`config.mk`:
```
export PLATFORM = sky130hd
export DESIGN_NAME = regfile_dump
export DESIGN_NICKNAME = d
export VERILOG_FILES = /design/src/rtl/regfile_dump_pkg.sv /design/src/rtl/regfile_dump.sv
export SDC_FILE = /design/constraint.sdc
export NUM_CORES = 1
export LEC_CHECK = 0
export CORE_ASPECT_RATIO = 0.7
export CORE_MARGIN = 2
export CORE_UTILIZATION = 46
export CTS_CLUSTER_DIAMETER = 60
export DETAILED_ROUTE_END_ITERATION = 10
export PLACE_DENSITY = 0.83
export SYNTH_ARGS = -nofsm -noshare
export SYNTH_HDL_FRONTEND = slang
export SYNTH_SLANG_ARGS = --single-unit
```
`constraint.sdc`:
```
create_clock -name clk_cpu -period 2.64 [get_ports clk_cpu]
set_input_delay 0.396 -clock clk_cpu [delete_from_list [all_inputs] [get_ports clk_cpu]]
set_output_delay 0.396 -clock clk_cpu [all_outputs]
set_load 0.05 [all_outputs]
```
`src/rtl/regfile_dump_pkg.sv`:
```
// Shared constants and FSM encoding for the register-file dump engine.
// Build option: REGFILE_DUMP_CHECKSUM_EN adds a trailing checksum word (CSUM state).
package regfile_dump_pkg;

  localparam int DUMP_ADRS_W = 5;
  localparam int DUMP_WORD_W = 32;
  localparam int N_REGS      = 1 << DUMP_ADRS_W;

`ifdef REGFILE_DUMP_CHECKSUM_EN
  localparam int STATE_W = 3;
  typedef enum logic [2:0] {
    ST_IDLE  = 3'd0,
    ST_FETCH = 3'd1,
    ST_SEND  = 3'd2,
    ST_DONE  = 3'd3,
    ST_CSUM  = 3'd4
  } dump_state_e;
`else
  localparam int STATE_W = 2;
  typedef enum logic [1:0] {
    ST_IDLE  = 2'd0,
    ST_FETCH = 2'd1,
    ST_SEND  = 2'd2,
    ST_DONE  = 2'd3
  } dump_state_e;
`endif

endpackage

```
`src/rtl/regfile_dump.sv`:
```
// Walks a register range on one register_file read port and streams each word out.
// Build option: REGFILE_DUMP_CHECKSUM_EN appends a running-sum word after the last register.
module regfile_dump
  import regfile_dump_pkg::*;
#(
  parameter int ADRS_W = DUMP_ADRS_W,
  parameter int WORD_W = DUMP_WORD_W
) (
  input  logic               clk_cpu,
  input  logic               reset,
  input  logic               start,
  input  logic [ADRS_W-1:0]  start_adrs,
  input  logic [ADRS_W-1:0]  end_adrs,
  output logic [ADRS_W-1:0]  rd_adrs,
  input  logic [WORD_W-1:0]  rd_data,
  output logic               dout_valid,
  input  logic               dout_ready,
  output logic [WORD_W-1:0]  dout_data,
  output logic [ADRS_W-1:0]  dout_adrs,
  output logic               dout_last,
  output logic               busy,
  output logic               done,
  output logic [STATE_W-1:0] dbg_state
);

  // Handshake: a word transfers on a posedge where dout_valid && dout_ready;
  // while dout_valid && !dout_ready every dout_* output holds its value.

  dump_state_e       state;
  logic [ADRS_W-1:0] cur;
  logic [ADRS_W-1:0] end_r;
  logic [ADRS_W-1:0] nxt_adrs;
  logic              at_end;

  assign nxt_adrs  = cur + ADRS_W'(1);
  assign at_end    = (cur == end_r);
  assign dbg_state = state;

`ifdef REGFILE_DUMP_CHECKSUM_EN
  logic [WORD_W-1:0] sum;
  logic [WORD_W-1:0] sum_nxt;
  assign sum_nxt = sum + dout_data;
`endif

  always_ff @(posedge clk_cpu or negedge reset) begin
    if (!reset) begin
      state      <= ST_IDLE;
      cur        <= '0;
      end_r      <= '0;
      rd_adrs    <= '0;
      dout_valid <= 1'b0;
      dout_data  <= '0;
      dout_adrs  <= '0;
      dout_last  <= 1'b0;
      busy       <= 1'b0;
      done       <= 1'b0;
`ifdef REGFILE_DUMP_CHECKSUM_EN
      sum        <= '0;
`endif
    end else begin
      case (state)
        ST_IDLE: begin
          if (start) begin
            cur     <= start_adrs;
            end_r   <= end_adrs;
            rd_adrs <= start_adrs;
            busy    <= 1'b1;
            state   <= ST_FETCH;
`ifdef REGFILE_DUMP_CHECKSUM_EN
            sum     <= '0;
`endif
          end
        end
        ST_FETCH: begin
          dout_data  <= rd_data;
          dout_adrs  <= cur;
          dout_valid <= 1'b1;
`ifdef REGFILE_DUMP_CHECKSUM_EN
          dout_last  <= 1'b0;
`else
          dout_last  <= at_end;
`endif
          state      <= ST_SEND;
        end
        ST_SEND: begin
          if (dout_ready) begin
            dout_valid <= 1'b0;
            if (at_end) begin
`ifdef REGFILE_DUMP_CHECKSUM_EN
              // Checksum word goes out next cycle, folding in the word just accepted.
              sum        <= sum_nxt;
              dout_data  <= sum_nxt;
              dout_adrs  <= '0;
              dout_last  <= 1'b1;
              dout_valid <= 1'b1;
              state      <= ST_CSUM;
`else
              dout_last  <= 1'b0;
              done       <= 1'b1;
              state      <= ST_DONE;
`endif
            end else begin
`ifdef REGFILE_DUMP_CHECKSUM_EN
              sum     <= sum_nxt;
`endif
              cur     <= nxt_adrs;
              rd_adrs <= nxt_adrs;
              state   <= ST_FETCH;
            end
          end
        end
`ifdef REGFILE_DUMP_CHECKSUM_EN
        ST_CSUM: begin
          if (dout_ready) begin
            dout_valid <= 1'b0;
            dout_last  <= 1'b0;
            done       <= 1'b1;
            state      <= ST_DONE;
          end
        end
`endif
        ST_DONE: begin
          done  <= 1'b0;
          busy  <= 1'b0;
          state <= ST_IDLE;
        end
        default: begin
          state <= ST_IDLE;
        end
      endcase
    end
  end

endmodule

```
Word level (Yosys, flattened, before mapping). Index checks and enable logic that the tools add are counted. Widths: inputs -> output; s select.

Register bits after elaboration: 53. Output and inout bits: 48. Word-level logic and storage cells: 48.

Add/sub/neg operators: 1. Equal/unequal tests: 8. Mux-type cells: 18. Reduce and logical (&&, ||, !) cells: 12.

Operators by type and width (count): $mux 5 (3); $pmux 5 s2 (1); $ne 2x2->1 const B (4); $pmux 1 s2 (4); $pmux 2 s4 (1); $reduce_and 2->1 (4); $reduce_bool 2->1 (4); $mux 1 (6); $mux 2 (3); $reduce_and 3->1 (2); $add 5x1->5 const B (1); $eq 5x5->1 (1); $eq 2x2->1 const B (2); $reduce_and 4->1 (1); $eq 2x1->1 const B (1); $logic_not 2->1 (1).

Logic depth before layout (Yosys ltp).
Depth after elaboration: 4. Depth in mapped cells: 6. Depth with buffers taken out: 5.

Worst setup path after synthesis. No wires, ideal clock.

Path kind: register to register. Start: register state[1] (netlist: dbg_state[1]). End: register cur[1]. Data arrival time: 1.671 ns. Setup slack: 0.844 ns. Cell stages (with the launch flop): 5. Period minus slack after synthesis: 1.796 ns. Cell sequence: dfrtp_1 buf_6 nor2b_2 mux2_2 mux2_2.

Longest elaborated chain between the ends: 3.

RTL lines: from (decl) (RTL line regfile_dump.sv:29) `dump_state_e state;`; from (signal assigned) (RTL line regfile_dump.sv:47) `state <= ST_IDLE;`; from (signal assigned) (RTL line regfile_dump.sv:68) `state <= ST_FETCH;`; from (signal assigned) (RTL line regfile_dump.sv:83) `state <= ST_SEND;`; $eq 2x2->1 or $logic_not 2->1 (tied branches) (RTL line regfile_dump.sv:61) `case (state)`; $ne 2x2->1 (no line) or $reduce_bool 2->1 (tied branches); $reduce_and 4->1 (no line); to (signal assigned) (RTL line regfile_dump.sv:64) `cur <= start_adrs;`; to (signal assigned) (RTL line regfile_dump.sv:106) `cur <= nxt_adrs;`; to (decl) (RTL line regfile_dump.sv:30) `logic [ADRS_W-1:0] cur;`.

Several ways; a longest one is shown, not always the timed one. A chain may end at the register's enable or synchronous reset.

Final worst setup path.
Start: register state[0] (netlist: dbg_state[0]). End: output dbg_state[0].

RTL lines: to (decl) (RTL line regfile_dump.sv:23) `output logic [STATE_W-1:0] dbg_state`.

No word-level cell between the ends.

==> impl_metrics.ini <==
[routing]
dr.pass1.iters = 5
vias = 1949
ant_nets = 0
post_drt_wl_per_cell_um = 13.4
drt-initial-drc-count = 91
wirelength_mm = 5.34
drc = 0
vias_per_cell = 4.90

[critical_path]
required_ps = 2240
crit_path_top_delay_cell = clkdlybuf4s50_1
cp-end-kind = output port
path_buf_inv = 1
critPathKind = reg -> out
reg2reg_setup_slack_ps = 790
arrival_ps = 1720
critPathMaxStageDelay_ps = 870
crit_chain = clkdlybuf4s50_1
start_kind = flop
cp_max_fo = 10
crit_family = buffers and inverters

[global_route]
grt_usage_pct = 20.8
grt_pass1_wl_mm = 8.86
antenna_found_initial = 0
overflow = 0
grt_max_degree = 36
grt_pass1_vias = 1886

[placement]
dpl_cell_area_sq_um = 3240
dp_hpwl_mm = 3.82
dp_slack_ps = 705
port_buffers = 93
place_congestion = 0.863

[timing]
finClkSkew_ps = 8.91
final-setup-viol-count = 0
hold_slack_ps = 139
setup-tns-final_ps = 0
finalCritPeriodShare_pct = 80.2
finalCriticalPeriod_ps = 2120
hold_viol = 0
finalWorstSetupSlack_ps = 523
rsz0062_at_grt = false
fmax_ghz = 0.472
max_slew.worst_pin.slew_ps = 740
slew_headroom_pct = 50.7
slew_violations = 0

[cells_and_area]
diodes = 0
n_fill_cell = 387
drive_gt1_share_pct = 7.60
syn_to_final_growth_pct = 47.8
fin_area_sq_um = 3330
nets = 375

[flow_run]
maxCapViolCount = 0

[floorplan]
io_pins = 94
die_h_um = 62.6
die_area_sq_um = 5480
rows = 21
core_sq_um = 4760
initial_core_util_pct = 47.4
die_x_um = 87.7

[power]
ir_drop_mv = 0.812
cell_internal_pwr_mw = 2.46
power_switching_mw = 2.60
finalPower_mw = 5.06
powerDensity_nw_per_um2 = 1520
p_seq_share_pct = 29.8
switching_share_pct = 51.4
pwr-share-comb_pct = 61.1
p_leak_nw = 1.54
pwr-share-clk_pct = 9.2

[yosys]
seq_area_frac_synth_pct = 58.9
synth_area_leader_cell = dfrtp_1
synth_nets = 283
async_flop_share_pct = 100
ys_warn_count = 0
yosysUniqueCellTypes = 31
synth_ff_type = dfrtp_1
syn_area_sq_um = 2250
synth_top_area_share_pct = 58.9
synth-edff-count = 0
synth_area_leaders = dfrtp_1 59%, nand2_1 18%, mux2_2 3.5%, xnor2_1 1.9%, a21oi_1 1.3%
synth_seq_cells = 53
syn_area_per_cell_sq_um = 9.55
synthCells = 236

[clock_tree]
cts_root_buf = clkbuf_8
cts_sinks = 53
path_clk_slew_ps = 100
clockBufferDepth = 2
insertion_delay_ps = 310
cts_tree = built
cts_setup_buffers = 0
htree_levels = 2
cts.repair.resized = 0
ctsHoldBuffers = 0
cts-buffers-inserted = 5

[hold_path]
hold_class = in -> async

[status]
status = complete, no violations
==> per-layer routing <==
layer,routed length [um],global-route usage [%]
met5,0,0
met4,85,6.35
met3,432,5.42
met2,2310,30.2
met1,2510,30.6
==> through the flow <==
step	util (%)	std cells
after global placement	68.1	390
after CTS	70.0	398
after detailed placement	68.1	390
after global routing	70.0	398
after floorplan	-	236
final	70.0	398
==> power by group through the flow <==
| stage | Combinational (mW) | Clock (mW) | Sequential [mW] |
|---|---|---|---|
| finish | 3.09 | 0.465 | 1.50 |
| CTS | 3.11 | 0.477 | 1.50 |
| floorplan | 0.889 | 0 | 2.70 |
| detailed placement | 3.09 | 0 | 1.51 |
| global route | 3.30 | 0.513 | 1.55 |
| global placement | 3.05 | 0 | 1.49 |
==> synth_stat cells, drive strengths merged, types with 2 or more instances <==
| cell | count |
|---|---|
| a21oi | 6 |
| a22oi | 3 |
| and2 | 2 |
| and3 | 2 |
| buf | 6 |
| clkbuf | 5 |
| dfrtp | 53 |
| inv | 7 |
| mux2 | 7 |
| mux2i | 2 |
| nand2 | 110 |
| nand3 | 4 |
| nor2 | 3 |
| o211ai | 3 |
| o21ai | 6 |
| xnor2 | 5 |
==> path summary, 6_finish.rpt <==
| path | from | to | cells past startpoint |
|---|---|---|---|
| max | dbg_state[0]$_DFFE_PN0P_ | dbg_state[0] | 1 |
| min | reset | cur[1]$_DFFE_PN0P_ | 1 |
| max reg2reg | dbg_state[1]$_DFFE_PN0P_ | cur[1]$_DFFE_PN0P_ | 3 |
| min reg2reg | dout_adrs[0]$_DFFE_PN0P_ | dout_adrs[0]$_DFFE_PN0P_ | 2 |
| max in group asynchronous | reset | dout_data[6]$_DFFE_PN0P_ | 2 |
| min in group clk_cpu | dout_adrs[0]$_DFFE_PN0P_ | dout_adrs[0]$_DFFE_PN0P_ | 2 |
==> flip-flops by register name, summed over array words and instances, names as in the netlist <==
| register | count |
|---|---|
| dout_valid | 1 |
| dout_adrs | 5 |
| end_r | 5 |
| cur | 5 |
| dout_last | 1 |
| dout_data | 32 |
| done | 1 |
| busy | 1 |
| dbg_state | 2 |
==> cells by family (layout without fill, tap and decap cells) <==
group                      Yosys count  in the layout  synth area share [%]
and+or+nand+nor                    125            125                  22.4
adders and majority gates            1              1                 0.555
xor gates and xnor gates             5              5                  1.94
AOI/OAI and AO/OA                   25             25                  7.94
DFF                                 53             53                  58.9
muxes                                9              9                  4.39
buffers and inverters               18            111                  3.89
==> cell usage in the layout (no fill, tap or decap), types with 2 or more instances in the layout <==
| cell type | n |
|---|---|
| a21oi_1 | 6 |
| xnor2_1 | 5 |
| mux2i_1 | 2 |
| nand3_1 | 4 |
| dfrtp_1 | 53 |
| clkdlybuf4s50_1 | 92 |
| mux2_2 | 7 |
| o21ai_0 | 6 |
| and3_1 | 2 |
| nand2_1 | 110 |
| nor2_1 | 2 |
| inv_1 | 7 |
| a22oi_1 | 3 |
| o211ai_1 | 3 |
| clkbuf_8 | 5 |
| buf_4 | 2 |
==> layout make-up <==
cell class | count | area [sq um] | area share, %
Clock buffer | 5 | 68.8 | 2.07
Tap cell | 69 | 86.3 | 2.59
Timing Repair Buffer | 96 | 961 | 28.9
Sequential cell | 53 | 1330 | 39.8
Clock inverter | 3 | 21.3 | 0.639
Multi-Input combinational cell | 165 | 840 | 25.2
Inverter | 7 | 26.3 | 0.789
Note: power is estimated with default switching activity, not from simulation.
==> RTL edit: new RTL, same flow settings <==
The package constant `DUMP_WORD_W` goes from 32 to 64.
--- a/src/rtl/regfile_dump_pkg.sv
+++ b/src/rtl/regfile_dump_pkg.sv
@@ -3,7 +3,7 @@
 package regfile_dump_pkg;
 
   localparam int DUMP_ADRS_W = 5;
-  localparam int DUMP_WORD_W = 32;
+  localparam int DUMP_WORD_W = 64;
   localparam int N_REGS      = 1 << DUMP_ADRS_W;
 
 `ifdef REGFILE_DUMP_CHECKSUM_EN
Interface: changed (resized dout_data and rd_data); port bits go from 94 to 158. The function was not compared with the original's and may differ.
==> RTL edit against the unedited design <==
Fmax fell by 4.2%. Cell count rose by 57%. Die area rose by 50%. Clock power rose by 100%. Wire length rose by 63%. Highest routed layer unchanged. Clock skew fell by 0.0042 ns. Synthesized cell count rose by 57%. Total power rose by 63%. Design area rose by 60%. Synthesized area rose by 53%. Worst setup slack got worse by 0.093 ns. Critical path type unchanged. Sequential cell count rose by 32.
==> RTL edit: results (changes against the unedited design) <==
* Status: finished clean
* # port buffers at 157 (+69%)
* Syn Nets at 449 (+59%)
* Clock transition at path regs at 0.07 ns (-0.03 ns)
* Dpl hpwl at 6432 um (+68%)
* Multiplexer share of the synthesized area at 2.865% (-1.5 points)
* CP max stage delay at 0.90 ns (+0.03 ns)
* CTS H-Tree Depth at 3 (+1)
* Vias in the first global route at 2,880 (+53%)
* CTS Buf Count at 9 (+4)
* Area contributors post-synth: dfrtp_1 (62%), nand2_1 (22%), mux2_2 (1.6%), xnor2_1 (1.3%), clkbuf_1 (0.98%)
* Clk_skew at 0.004735 ns (-0.004178 ns)
* Synthesized-area fraction occupied by adder cells at 0.3627% (-0.19 points)
* Hold Slack at 0.04795 ns (-0.09109 ns)
* Met3 usage in global routing at 8.127% (+2.7 points)
* Slew @ Worst Pin at 0.7447 ns (+0.004753 ns)
* DP Worst Slack at 0.6745 ns (-0.03018 ns)
* Final period utilization at 83.69% (+3.5 points)
* DR WL/cell at 13.95 um (+4.0%)
* Storage cell area at 0.002127 sq mm (+60%)
* Layout cells sized above 1 at 5.693% (-1.9 points)
* Synth cell types at 36 (+16%)
* M1 wire length at 3911 um (+56%)
* Clock Latency Late Sink at 0.34 ns (+0.03 ns)
* Compound-Gate Fraction of Synth Area at 5.259% (-2.7 points)
* Top post-synthesis cells by count: nand2_1 (206), dfrtp_1 (85), clkbuf_1 (9), inv_1 (7), o21ai_0 (6)
* Pre-antenna DRT Iters at 4 (-1)
* First DRT Iteration DRCs at 158 (+74%)
* Post-Place Cell Area at 0.005121 sq mm (+58%)
* Global-route wire length before repair at 14,410 um (+63%)
## RTL edit: changes by cell type in the layout (fill, tap and decap cells not counted), moves of 2 or more
cell,unedited run,this run
clkbuf_8,5,9
clkdlybuf4s50_1,92,156
nand2_1,110,205
dfrtp_1,53,85
bufinv_16,0,2
mux2_2,7,5
buf_12,1,3
mux2_1,0,2
## RTL edit: worst paths after layout
check | cells past startpoint | startpoint | to
setup / recovery | 1 | dbg_state[1] | dbg_state[1]
hold / removal | 1 | reset | end_r[4]
setup reg to reg | 3 | dbg_state[1] | cur[1]
hold reg to reg | 2 | dout_adrs[1] | dout_adrs[1]
max in group asynchronous | 2 | reset | dout_data[6]
min in group clk_cpu | 2 | dout_adrs[1] | dout_adrs[1]
## RTL edit: layout make-up
cell class              count  share of cell area (%)
flip-flops and latches     85                   39.96
repair buffers            160                   30.61
multi-input cells         260                   22.78
clock buffers               9                   2.327
well taps                  98                   2.304
clock inverters             5                   1.457
inverters                   8                  0.5642
